## config.mk

```make
export PLATFORM = sky130hd
export DESIGN_NAME = tdm_serializer
export DESIGN_NICKNAME = d
export VERILOG_FILES = /design/src/rtl/tdm_serializer.sv
export SDC_FILE = /design/constraint.sdc
export NUM_CORES = 1
export LEC_CHECK = 0
export BUFFER_PORTS_ARGS = -buffer_cell sky130_fd_sc_hd__buf_2
export CAP_MARGIN = 20
export CORE_MARGIN = 2
export CORE_UTILIZATION = 50
export DETAILED_ROUTE_END_ITERATION = 8
export PLACE_DENSITY = 0.67
export SLEW_MARGIN = 20
export SYNTH_ARGS = -nofsm -noshare
export SYNTH_HDL_FRONTEND = slang
export SYNTH_SLANG_ARGS = --single-unit
export TNS_END_PERCENT = 1
```

## constraint.sdc

```tcl
create_clock -name clk -period 4.45 [get_ports clk]
set_input_delay 1.335 -clock clk [delete_from_list [all_inputs] [get_ports clk]]
set_output_delay 1.335 -clock clk [all_outputs]
set_load 0.005 [all_outputs]
```

## src/rtl/tdm_serializer.sv

```systemverilog
// Multi-channel parallel-in/serial-out TDM serializer: one frame per handshake, double-buffered
// behind the active shift register, one bit per enable strobe with frame-sync and sticky underrun.
module tdm_serializer #(
  parameter int CHANNELS   = 2,
  parameter int WIDTH      = 24,
  parameter int SLOT_WIDTH = 32,
  parameter int MSB_FIRST  = 1
) (
  input  logic                      clk,
  input  logic                      rstn,
  input  logic [CHANNELS*WIDTH-1:0] in_data,
  input  logic                      in_valid,
  output logic                      in_ready,
  input  logic                      enable,
  input  logic                      clr_underrun,
  output logic                      sdata,
  output logic                      fsync,
  output logic                      underrun
);

  localparam int FRAME_BITS = CHANNELS * SLOT_WIDTH;
  localparam int CNT_W      = (FRAME_BITS > 1) ? $clog2(FRAME_BITS) : 1;
  localparam logic [CNT_W-1:0] LAST_BIT = CNT_W'(FRAME_BITS - 1);

  typedef enum logic {IDLE, RUN} state_t;

  state_t                    r_state;
  logic [CHANNELS*WIDTH-1:0] r_hold_data;
  logic                      r_hold_full;
  logic [FRAME_BITS-1:0]     r_shift;
  logic [CNT_W-1:0]          r_cnt;
  logic                      r_underrun;
  logic                      r_sdata;
  logic                      r_fsync;

  logic                      w_handshake;
  logic                      w_boundary;
  logic                      w_consume;
  logic [FRAME_BITS-1:0]     w_load_frame;
  logic [FRAME_BITS-1:0]     w_shift_next;

  // Top bit of the frame vector is the first bit on the wire; padding stays zero.
  function automatic logic [FRAME_BITS-1:0] format_frame(input logic [CHANNELS*WIDTH-1:0] d);
    logic [FRAME_BITS-1:0] f;
    f = '0;
    for (int c = 0; c < CHANNELS; c++) begin
      for (int j = 0; j < WIDTH; j++) begin
        if (MSB_FIRST != 0)
          f[FRAME_BITS-1-(c*SLOT_WIDTH+j)] = d[c*WIDTH+WIDTH-1-j];
        else
          f[FRAME_BITS-1-(c*SLOT_WIDTH+j)] = d[c*WIDTH+j];
      end
    end
    return f;
  endfunction

  assign w_handshake  = in_valid && !r_hold_full;
  assign w_boundary   = (r_state == RUN) && enable && (r_cnt == LAST_BIT);
  assign w_consume    = enable && r_hold_full && ((r_state == IDLE) || (r_cnt == LAST_BIT));
  assign w_load_frame = r_hold_full ? format_frame(r_hold_data) : '0;
  assign w_shift_next = r_shift << 1;

  assign in_ready = !r_hold_full;
  assign sdata    = r_sdata;
  assign fsync    = r_fsync;
  assign underrun = r_underrun;

  always_ff @(posedge clk) begin
    if (w_handshake)
      r_hold_data <= in_data;
  end

  always_ff @(posedge clk) begin
    if (!rstn) begin
      r_state     <= IDLE;
      r_hold_full <= 1'b0;
      r_shift     <= '0;
      r_cnt       <= '0;
      r_underrun  <= 1'b0;
      r_sdata     <= 1'b0;
      r_fsync     <= 1'b0;
    end else begin
      // A handshake needs an empty buffer and a drain needs a full one, so they never collide.
      if (w_handshake)
        r_hold_full <= 1'b1;
      else if (w_consume)
        r_hold_full <= 1'b0;

      if (w_boundary && !r_hold_full)
        r_underrun <= 1'b1;
      else if (clr_underrun)
        r_underrun <= 1'b0;

      if (enable) begin
        case (r_state)
          IDLE: begin
            if (r_hold_full) begin
              r_shift <= w_load_frame;
              r_sdata <= w_load_frame[FRAME_BITS-1];
              r_fsync <= 1'b1;
              r_cnt   <= '0;
              r_state <= RUN;
            end
          end
          RUN: begin
            if (r_cnt == LAST_BIT) begin
              r_shift <= w_load_frame;
              r_sdata <= w_load_frame[FRAME_BITS-1];
              r_fsync <= 1'b1;
              r_cnt   <= '0;
            end else begin
              r_shift <= w_shift_next;
              r_sdata <= w_shift_next[FRAME_BITS-1];
              r_fsync <= 1'b0;
              r_cnt   <= r_cnt + 1'b1;
            end
          end
          default: r_state <= IDLE;
        endcase
      end
    end
  end

endmodule

```

==> impl_results.md <==
- Outcome: finished, final reports clean
- Post-CTS Setup Inserts: 0
- Reg clk slew, reported paths: 60 ps
- CP max FO: 55
- Routed vias/inst: 5.59
- Crit path largest cell delay: 740 ps
- Leakage: 1.98 nW
- Antenna Nets Post-Route: 0
- Final setup fails: 0
- Layout Nets: 503
- Worst-case headroom to the max-slew limit: 0.337
- Post-Syn Area per Cell: 10.6 um^2
- ANT cells: 0
- Synth area leader: edfxtp_1
- Met3 Use GR: 0.0571
- Max stage delay cell, worst path: dfxtp_4
- Vias in the first global route: 3037
- Cell Area, Synth: 4310 um^2
- CP top delay family: flip-flops
- Arrival time worst endpoint: 1470 ps
- FILL cells: 676
- Layout cell share with drive strength beyond 1: 0.214
- Multi-input gate area: 1370 um^2
- Io pins: 57
- Distinct cell type count after synthesis: 28
- DRT iter0 DRCs: 165
- First-pass GRT wire length: 14.5 mm
- Residual DRC count: 0
- Hpwl dp: 4.56 mm
- Worst Max-Slew Pin Slew: 994 ps
- Routed WL: 8.43 mm
- H-Tree Depth: 4
- Clk buf depth: 2
- Die ar.: 9380 um^2
- Cts hold-fix bufs: 0
- RD Place Congestion: 0.734
- Maxcap violations: 0
- Pin count of the biggest net entering global routing: 68
- Initial antenna violation count: 0
- Most crowded layer after global routing: met2
- Number of buffers created by CTS: 17
- Max frequency: 0.356 GHz
- Max Clock Skew: 9.14 ps
- Clk sinks: 114
- Sequential area share after synthesis: 0.641
- Sum of negative setup slack: 0 ps
- DR vias: 3171
- TritonCTS clock tree: built
- Tot GR Track Use: 0.191
- Commonest cells in the netlist: a21oi_1, dfxtp_1, nand3_1
- Synth top area share: 0.334
- Synth Register Bits: 114
- Post-synthesis net count: 462
- FF/Latch Area: 2770 um^2
- Crit path buf inv count: 2
- Max IR drop VDD: 0.000373 V
- Critical path startpoint category: register
- Count leader, synth: a21oi_1
- Chip height: 96.9 um
- EDFF count, synth: 48
- Fin. Hold Viols: 0
- Routed length per placed instance: 14.9 um
- Synthesis Warnings: 0
- Width of the die: 96.9 um
- Worst Setup End Kind: primary output
- Initial Utilization: 0.519
- Design area: 5260 um^2
- # rows: 33
- Synth-to-layout area growth: 22.0%
- Hold Path Class: reg -> reg
- Area post-placement: 4600 um^2
- Clk_lat worst skew: 500 ps
- GR Util met1: 0.242
- Pwr dens: 534 nW/um^2
- Primary FF master, synth: dfxtp_1
- IO buf count: 56
- WS Path Type: reg -> out
- Top area cells in the synthesized netlist: edfxtp_1, dfxtp_1, a21oi_1
- Critical Path RT: 3120 ps
- Resize count post-CTS: 0
- Min Tclk post-route: 2810 ps
- Met2 Use GR: 0.313
- Synth async-reset ratio: 0
- Syn Inst Count: 408
- Gr ovfl total: 0
- CTS Root Cell: clkbuf_8
- Drt first pass iters: 4
- Core footprint: 8300 um^2
- Crit path cell chain: inv_1 -> buf_2
- RSZ-0062 raised after global routing: false
- Slew Limit Fails: 0
- Tcrit/Tclk final: 0.631
==> logic make-up (layout without fill, tap and decap cells) <==
logic type,Yosys count,count (layout),share of synthesized area
multiplexers,1,1,0.00261
adder cells (fa/ha/maj),1,1,0.00290
AND/OR/NAND/NOR,86,86,0.101
flip-flops,114,114,0.641
AO/OA/AOI/OAI,164,164,0.202
buffers and inverters,40,94,0.0467
XOR/XNOR,2,2,0.00406
==> layer usage <==
metal  wire length, um  share of wire
met1              3580           0.42
met2              4470           0.53
met3               322          0.038
met4                57         0.0068
met5                 0              0
==> registers in the layout (all words and copies together) (netlist names) <==
register     count
r_cnt            6
fsync            1
r_hold_full      1
underrun         1
r_shift         55
r_hold_data     48
sdata            1
r_state          1
==> worst reg2reg max path: cells and delay by family (launching register included) <==
kind,cells,cell delay [ps]
AOI/OAI and AO/OA,2,1150
DFF,1,740
and+or+nand+nor,1,240
==> cell usage in the layout (no fill, tap or decap), types with 2 or more instances in the layout <==
| cell | n |
|---|---|
| o21ai_4 | 2 |
| bufinv_16 | 5 |
| a21boi_0 | 8 |
| nand3_1 | 58 |
| dfxtp_1 | 65 |
| nor2b_1 | 6 |
| o21a_2 | 2 |
| edfxtp_1 | 48 |
| buf_2 | 56 |
| a22oi_1 | 2 |
| clkbuf_16 | 16 |
| a21oi_1 | 96 |
| nor2_1 | 2 |
| clkinvlp_4 | 3 |
| buf_4 | 2 |
| clkinv_4 | 3 |
| o21ai_0 | 51 |
| inv_1 | 2 |
| clkbuf_8 | 2 |
| nand2_1 | 13 |
| clkinv_2 | 2 |
| xor2_1 | 2 |
==> where the power goes <==
| part | switching, mW | internal, mW | leakage, nW |
|---|---|---|---|
| Sequential | 0.0391 | 1.16 | 0.999 |
| Combinational | 0.104 | 0.0630 | 0.676 |
| Clock | 0.462 | 0.980 | 0.304 |
==> area by class of cell <==
type,instances,area share
Tap cell,105,0.0250
Clock buffer,19,0.0821
Multi-Input combinational cell,254,0.261
Timing Repair Buffer,60,0.0652
Clock inverter,13,0.0397
Inverter,2,0.00143
Sequential cell,114,0.526
==> final timing paths <==
| path | depth (start not counted) | startpoint | end | slack [ps] |
|---|---|---|---|---|
| setup reg to reg | 3 | r_hold_full$_SDFFE_PN0P_ | r_shift[39]$_SDFFE_PN0P_ | 2230 |
| hold reg to reg | 2 | r_shift[33]$_SDFFE_PN0P_ | r_shift[33]$_SDFFE_PN0P_ | 470 |
| setup / recovery | 2 | r_hold_full$_SDFFE_PN0P_ | in_ready | 1640 |
| hold / removal | 2 | r_shift[33]$_SDFFE_PN0P_ | r_shift[33]$_SDFFE_PN0P_ | 470 |
==> stage by stage <==
step	utilization	power [mW]	setup slack, ps	hold WS, ps	instances
2_1_floorplan	-	1.33	525	444	408
6_report	0.634	2.81	1640	467	567
4_1_cts	0.631	2.82	1290	471	566
5_1_grt	0.634	2.91	1520	495	567
3_3_place_gp	0.551	1.37	1580	454	533
3_5_place_dp	0.554	1.38	1520	462	534
Power figures use the tool's default switching activity.
